<file path="src/rtl/fir_out_requant.sv">
// fir_out_requant: decimates the FIR output by M, rounds/saturates it to
// W_O bits and buffers the results in a first-word fall-through FIFO.
//
// Ports:
//   clk        rising-edge clock
//   rstn       asynchronous active-low reset
//   y          signed filter output sample (W_Y bits)
//   y_valid    y carries a new sample this cycle
//   m_data     signed requantised sample at FIFO head (0 when empty)
//   m_valid    m_data is valid
//   m_ready    downstream accepts m_data this cycle
//   clr_flags  synchronous clear of both sticky flags
//   sat_flag   sticky: a kept sample saturated
//   ovf_flag   sticky: a kept sample was dropped on a full FIFO
module fir_out_requant #(
   parameter int W_Y   = 10,
   parameter int W_O   = 4,
   parameter int SHIFT = 3,
   parameter int M     = 2,
   parameter int DEPTH = 4
) (
   input  logic           clk,
   input  logic           rstn,
   input  logic [W_Y-1:0] y,
   input  logic           y_valid,
   output logic [W_O-1:0] m_data,
   output logic           m_valid,
   input  logic           m_ready,
   input  logic           clr_flags,
   output logic           sat_flag,
   output logic           ovf_flag
);

   localparam int PW     = (M > 1) ? $clog2(M) : 1;
   localparam int AW     = $clog2(DEPTH);
   localparam int RND_SH = (SHIFT > 0) ? SHIFT - 1 : 0;

   localparam logic [PW-1:0] PH_LAST  = PW'(M - 1);
   localparam logic [AW:0]   CNT_FULL = (AW + 1)'(DEPTH);

   localparam logic signed [W_Y:0] RND =
      (W_Y + 1)'((SHIFT > 0) ? (1 << RND_SH) : 0);
   localparam logic signed [W_Y:0] MAXV =
      (W_Y + 1)'((1 << (W_O - 1)) - 1);
   localparam logic signed [W_Y:0] MINV = ~MAXV;

   localparam logic [W_O-1:0] MAXO = {1'b0, {(W_O - 1){1'b1}}};
   localparam logic [W_O-1:0] MINO = {1'b1, {(W_O - 1){1'b0}}};

   // ---------------------------------------------------------------
   // Decimation phase
   // ---------------------------------------------------------------
   logic [PW-1:0] phase;
   logic          keep;

   assign keep = y_valid && (phase == '0);

   always_ff @(posedge clk or negedge rstn) begin
      if (!rstn) begin
         phase <= '0;
      end else if (y_valid) begin
         if (phase == PH_LAST) begin
            phase <= '0;
         end else begin
            phase <= phase + PW'(1);
         end
      end
   end

   // ---------------------------------------------------------------
   // Round half-up and saturate
   // ---------------------------------------------------------------
   // One guard bit keeps the rounding add from wrapping at +max.
   logic signed [W_Y:0] y_ext;
   logic signed [W_Y:0] t;
   logic signed [W_Y:0] r;
   logic                sat_hi;
   logic                sat_lo;
   logic [W_O-1:0]      q;

   assign y_ext  = $signed({y[W_Y-1], y});
   assign t      = y_ext + RND;
   assign r      = t >>> SHIFT;
   assign sat_hi = (r > MAXV);
   assign sat_lo = (r < MINV);

   always_comb begin
      q = r[W_O-1:0];
      unique case (1'b1)
         sat_hi:  q = MAXO;
         sat_lo:  q = MINO;
         default: q = r[W_O-1:0];
      endcase
   end

   // ---------------------------------------------------------------
   // One-entry stage between requantiser and FIFO
   // ---------------------------------------------------------------
   logic           stg_vld;
   logic [W_O-1:0] stg_data;
   logic           sat_ev;

   assign sat_ev = keep && (sat_hi || sat_lo);

   always_ff @(posedge clk or negedge rstn) begin
      if (!rstn) begin
         stg_vld  <= 1'b0;
         stg_data <= '0;
      end else begin
         stg_vld <= keep;
         if (keep) begin
            stg_data <= q;
         end
      end
   end

   // ---------------------------------------------------------------
   // FWFT FIFO
   // ---------------------------------------------------------------
   logic [W_O-1:0] mem [DEPTH];
   logic [AW-1:0]  wptr;
   logic [AW-1:0]  rptr;
   logic [AW:0]    count;
   logic           full;
   logic           pop;
   logic           wr_ok;
   logic           drop;

   assign full    = (count == CNT_FULL);
   assign m_valid = (count != '0);
   assign pop     = m_valid && m_ready;
   // A pop on the same edge frees the slot for a full-FIFO write.
   assign wr_ok   = stg_vld && (!full || pop);
   assign drop    = stg_vld && full && !pop;
   assign m_data  = m_valid ? mem[rptr] : '0;

   always_ff @(posedge clk) begin
      if (wr_ok) begin
         mem[wptr] <= stg_data;
      end
   end

   always_ff @(posedge clk or negedge rstn) begin
      if (!rstn) begin
         wptr  <= '0;
         rptr  <= '0;
         count <= '0;
      end else begin
         if (wr_ok) begin
            wptr <= wptr + AW'(1);
         end
         if (pop) begin
            rptr <= rptr + AW'(1);
         end
         unique case ({wr_ok, pop})
            2'b10:   count <= count + (AW + 1)'(1);
            2'b01:   count <= count - (AW + 1)'(1);
            default: count <= count;
         endcase
      end
   end

   // ---------------------------------------------------------------
   // Sticky flags; a set event outranks a clear in the same cycle
   // ---------------------------------------------------------------
   always_ff @(posedge clk or negedge rstn) begin
      if (!rstn) begin
         sat_flag <= 1'b0;
         ovf_flag <= 1'b0;
      end else begin
         if (sat_ev) begin
            sat_flag <= 1'b1;
         end else if (clr_flags) begin
            sat_flag <= 1'b0;
         end
         if (drop) begin
            ovf_flag <= 1'b1;
         end else if (clr_flags) begin
            ovf_flag <= 1'b0;
         end
      end
   end

endmodule

</file>
<file path="config.mk">
export PLATFORM = sky130hd
export DESIGN_NAME = fir_out_requant
export DESIGN_NICKNAME = d
export VERILOG_FILES = /design/src/rtl/fir_out_requant.sv
export SDC_FILE = /design/constraint.sdc
export NUM_CORES = 1
export LEC_CHECK = 0
export ABC_AREA = 0
export CORE_ASPECT_RATIO = 0.8
export CORE_MARGIN = 2
export CORE_UTILIZATION = 57
export DETAILED_ROUTE_END_ITERATION = 8
export HOLD_SLACK_MARGIN = 0.05
export PLACE_DENSITY = 0.83
export SYNTH_ARGS = -nofsm -noshare
export SYNTH_HDL_FRONTEND = slang
export SYNTH_SLANG_ARGS = --single-unit
</file>
<file path="constraint.sdc">
create_clock -name clk -period 5 [get_ports clk]
set_clock_uncertainty 0.15 [all_clocks]
set_input_delay 1 -clock clk [delete_from_list [all_inputs] [get_ports clk]]
set_output_delay 1 -clock clk [all_outputs]
set_load 0.05 [all_outputs]
</file>
==> Word-level counts from Yosys, hierarchy flattened <==
Memories as Yosys holds them, arrays and structs flattened.
Cells that the tools add are included.
{ "word_totals": {"in_bits": 15, "latchBits": 0, "memories": 1, "wordCells": 44, "regBits": 15, "mem_bits_rw": 16, "output_inout_bits": 7, "mem_bits_ro": 0} }
{ "classes": {"shift": 0, "n_mux": 9, "n_addsub": 6, "div": 0, "order_cmp": 2, "n_reduce_logical": 14, "n_mul": 0, "bitwise": 1, "eq_ne": 3} }
{ "memory_table": {"columns": ["memory", "words", "word_bits", "read_ports", "rd_ports_with_merged_regs", "write_ports", "line", "rtl"], "rows": [
  ["mem", 4, 4, 1, 0, 1, "120", "logic [W_O-1:0] mem [DEPTH];"]
]} }
{ "ops": {"columns": ["cell", "count"], "rows": [
  ["$add 10x4->11 const B", 1],
  ["$gt 8x4->1 const B", 1],
  ["$lt 8x4->1 const B", 1],
  ["$pmux 4 s2", 1],
  ["$logic_and 1x1->1", 6],
  ["$mux 1", 6],
  ["$pmux 3 s2", 1],
  ["$reduce_bool 2->1", 3],
  ["$add 2x1->2 const B", 2],
  ["$mux 4", 1],
  ["$add 3x1->3 const B", 1],
  ["$eq 3x3->1 const B", 1],
  ["$reduce_bool 3->1", 1],
  ["$sub 3x1->3 const B", 1],
  ["$eq 2x1->1 const B", 1],
  ["$eq 2x2->1 const B", 1],
  ["$logic_not 1->1", 2],
  ["$logic_or 1x1->1", 2],
  ["$add 1x1->1 const B", 1],
  ["$not 1->1", 1]
]} }

==> Longest topological paths before layout <==
{ "logic_depth": {"word_depth": 6, "depth_mapped": 10, "ltp_nobuf": 9} }

==> Worst setup path after synthesis <==
Ideal clock, no wire load.
{ "synth_path": {"kind": "input to register", "start": "in m_ready", "end": "reg count[2]", "arrival_time_ps": 2558, "n_path_buf": 1, "slack_ps": 2213, "stages": 10, "required_ps": 4771, "setup_ps": 79, "path_cell_list": "nor4b_1 > nor2b_1 > clkbuf_1 > inv_1 > ha_1 > inv_1 > fa_1 > xor2_1 > nor2_1 > xor2_1"} }
{ "synth_between": {"elab_chain_cells": 5, "word_cells_on_any_way": 7, "classes_between": "eq/ne: 2; mux: 1; reduce/logical: 4"} }
{ "synth_rtl": {"columns": ["element", "line", "rtl"], "rows": [
  ["from (decl)", "28", "input logic m_ready,"],
  ["$logic_and 1x1->1 (*)", "131", "assign pop = m_valid && m_ready;"],
  ["$logic_or 1x1->1", "133", "assign wr_ok = stg_vld && (!full || pop);"],
  ["$logic_and 1x1->1", "133", null],
  ["$eq 2x1->1 or $eq 2x2->1 (tied branches)", "155", "unique case ({wr_ok, pop})"],
  ["$pmux 3 s2 or $reduce_bool 2->1 (tied branches)", null, null],
  ["to (signal assigned)", "156", "2'b10: count <= count + (AW + 1)'(1);"],
  ["to (signal assigned)", "157", "2'b01: count <= count - (AW + 1)'(1);"],
  ["to (signal assigned)", "158", "default: count <= count;"],
  ["to (decl)", "123", "logic [AW:0] count;"]
]} }
Every way passes the cells marked *; elsewhere a longest branch is shown, timed or not.
A chain may end at the register's enable or synchronous reset.

==> Worst setup path after layout <==
{ "layout_path": {"start": "reg rptr[0]", "end": "out m_data[2]"} }
{ "layout_between": {"elab_chain_cells": 2} }
{ "layout_rtl": {"columns": ["element", "line", "rtl"], "rows": [
  ["from (decl)", "122", "logic [AW-1:0] rptr;"],
  ["from (signal assigned)", "153", "rptr <= rptr + AW'(1);"],
  ["$mem_v2 4x4", null, null],
  ["$mux 4", "135", "assign m_data = m_valid ? mem[rptr] : '0;"],
  ["to (decl)", "26", "output logic [W_O-1:0] m_data,"]
]} }
No other way between the ends.

==> summary.md <==
| Metric | Value |
|---|---|
| Status | `complete, no violations` |
| Die height | `50.3 um` |
| First-pass GRT wire length | `4540 um` |
| Synth top area cells | `edfxtp_1 32%, dfrtp_1 25%, mux4_2 5.9%` |
| Vias in the first global route | `992` |
| Crit-path max cell delay | `0.71 ns` |
| Share of the synthesized area in the top cell type | `31.5%` |
| Max Slew Vio Count | `0` |
| GRT met2 Usage | `29.3%` |
| Die ar. | `3110 um^2` |
| WP buf/inv | `1` |
| Achievable Freq | `294 MHz` |
| Commonest non-fill, non-tap cell in the layout | `clkdlybuf4s50_1` |
| Lkg Pwr | `0.723 nW` |
| TritonCTS clock tree | `done` |
| Grt ovf | `0` |
| Post-CTS Setup Bufs | `0` |
| RR Endpoint | `count[2]$_DFFE_PN0P_` |
| Grt peak-use layer | `met1` |
| Share of cells above drive strength 1 | `9.03%` |
| Finish-stage setup viols | `0` |
| Largest net degree at the start of global routing | `16` |
| Syn_nets | `144` |
| Met3 Use GR | `10.1%` |
| RSZ-0062 raised after global routing | `false` |
| Avg Cell Area, Syn | `12.5 um^2` |
| Largest area contributor in the netlist | `edfxtp_1` |
| Slew @ Worst Pin | `0.693 ns` |
| Synthesis-to-finish area growth | `18.5%` |
| Mapped Area | `1530 um^2` |
| Initial drt markers | `38` |
| Post-cts sizing count | `0` |
| Initial antenna violation count | `0` |
| Slew HR | `53.6%` |
| Final Hold Vio Count | `0` |
| Max cap viols | `0` |
| Overall routing resource usage | `21.2%` |
| Synth Instances | `122` |
| H-tree depth | `2` |
| Total CTS buffers | `5` |
| Final cycle utilization of the critical path | `68.1%` |
| Synthesis Warnings | `0` |
| Bufs on Longest Clock Path | `2` |
| CP top delay family | `buffers and inverters` |
| Final worst path period need | `3.41 ns` |
| First-pass DRT Iterations | `4` |
| Slowest CP cell | `clkdlybuf4s50_1` |
| DRC | `0` |
| Worst endpoint data arrival time | `2.26 ns` |
| Filler cells | `168` |
| Post-synthesis cell type count | `34` |
| CTS Root Cell | `clkbuf_4` |
| Initial core utilization | `61.0%` |
| Hpwl dp | `1960 um` |
| Final setup TNS | `0 ns` |
| Placer Congestion | `0.865` |
| Grt met1 use | `29.8%` |
| Power density cells | `564 nW/um^2` |
| Startpoint Class | `flip-flop` |
| Layout Nets | `165` |
| Routed wire length | `2690 um` |
| Rows | `16` |
| Antenna Nets Post-Route | `0` |
| Peak VDD IR | `0.289 mV` |
| CP endpoint kind | `primary output` |
| Sequential-to-total area share from yosys stat | `56.1%` |
| Die width | `61.8 um` |
| Seq cells post-synth | `31` |
| Most frequent cells in the layout | `19 x clkdlybuf4s50_1, 16 x edfxtp_1, 15 x dfrtp_1` |
| Critical R2R Launch | `count[0]$_DFFE_PN0P_` |
| I/O pin total | `22` |
| Worst r2r path cells | `9` |
| Worst Path Required | `3.85 ns` |
| # port buffers | `19` |
| Clock sinks | `31` |
| CP Cell Sequence | `mux4_2 -> and2_1 -> clkdlybuf4s50_1` |
| Worst hold endpoint | `phase$_DFFE_PN0P_` |
| Routed vias | `1005` |
| # hold bufs at CTS | `0` |
| DR WL/cell | `14.9 um` |
| Critical path type | `reg -> out` |
| Crit Path Max Fanout | `6` |
| Worst Hold Depth | `1` |
| # diodes | `0` |
| DR vias/cell | `5.58` |
| Core Footprint | `2500 um^2` |
| Hold path start | `phase$_DFFE_PN0P_` |
| Clock Latency Late Sink | `0.33 ns` |
| Final Core Density | `72.3%` |
| Hold WC Path Type | `reg -> reg` |
| R2R Setup Slk | `2.59 ns` |
| Clock slew at reported path FFs | `0.08 ns` |
-- metal layers --
| metal | wire length [um] | up-vias |
|---|---|---|
| met5 | 0 | - |
| met4 | 36 | 0 |
| met3 | 166 | 6 |
| met2 | 1260 | 33 |
| met1 | 1230 | 482 |
| li1 | - | 484 |
-- where the power goes --
group	internal [W]	switching, W	leakage [nW]
combinational	0.000180	0.000245	0.353
clock	0.0000826	0.0000782	0.0386
sequential	0.000365	0.0000685	0.331
-- cell families after synthesis --
group	after synthesis	synth area share, %
simple gates	37	13.1
xor+xnor	9	5.17
compound gates	20	9.84
buf+inv	14	3.61
flops	31	56.1
mux	4	5.91
fa+ha+maj	7	6.23
-- stage by stage --
| stage | std cells | setup slack [ns] | total power, W | area, um^2 | hold slack (ns) |
|---|---|---|---|---|---|
| 2_1_floorplan | 122 | 2.21 | 0.000735 | 1530 | 0.280 |
| 3_5_place_dp | 172 | 1.62 | 0.000866 | 1740 | 0.298 |
| 5_1_grt | 180 | 1.46 | 0.00110 | 1810 | 0.355 |
| 4_1_cts | 180 | 1.57 | 0.00103 | 1810 | 0.316 |
| 6_report | 180 | 1.59 | 0.00102 | 1810 | 0.313 |
| 3_3_place_gp | 172 | 1.69 | 0.000845 | 1740 | 0.293 |
-- how the worst max path moves through the flow --
stage | startpoint | endpoint | slack, ns | cells past startpoint
2_1_floorplan | m_ready | count[2]$_DFFE_PN0P_ | 2.21 | 10
3_3_place_gp | m_ready | count[2]$_DFFE_PN0P_ | 1.69 | 10
3_5_place_dp | m_ready | count[2]$_DFFE_PN0P_ | 1.62 | 10
4_1_cts | rptr[0]$_DFFE_PN0N_ | m_data[1] | 1.57 | 3
5_1_grt | rptr[0]$_DFFE_PN0N_ | m_data[1] | 1.46 | 3
6_report | rptr[0]$_DFFE_PN0N_ | m_data[2] | 1.59 | 3
-- layout make-up --
class / instances / area, um^2 / share of cell area (%)
tap: 36 / 45.0 / 2.49
sequential: 31 / 856 / 47.3
clock buffer: 8 / 68.8 / 3.81
timing repair buffer: 19 / 190 / 10.5
multi-input combinational: 77 / 614 / 34.0
inverter: 9 / 33.8 / 1.87
-- sequential cells by signal, indices dropped and copies added (netlist names) --
name      flops
ovf_flag      1
mem          16
sat_flag      1
rptr          2
stg_vld       1
stg_data      4
wptr          2
count         3
phase         1
-- Yosys cell counts --
cell and instances:
a2bb2oi_1 1, a221o_1 1, nor3_1 1, a211oi_1 4
edfxtp_1 16, a21o_2 1, clkbuf_1 3, o41ai_1 1
a211o_1 2, nand3_1 3, dfrtp_1 15, and2_1 9
nor4b_1 1, a21bo_2 1, inv_1 9, and4b_1 1
nand2b_1 1, mux4_2 4, xnor2_1 4, a21oi_1 2
nor2b_1 1, or3_1 1, o31ai_1 3, nand4_1 3
a22o_1 1, buf_2 2, nand4b_1 1, nor2_1 1
and3_1 1, o21ai_0 3, xor2_1 5, fa_1 1
nand2_1 13, ha_1 6
No activity file was read; power rests on OpenSTA's default activity.
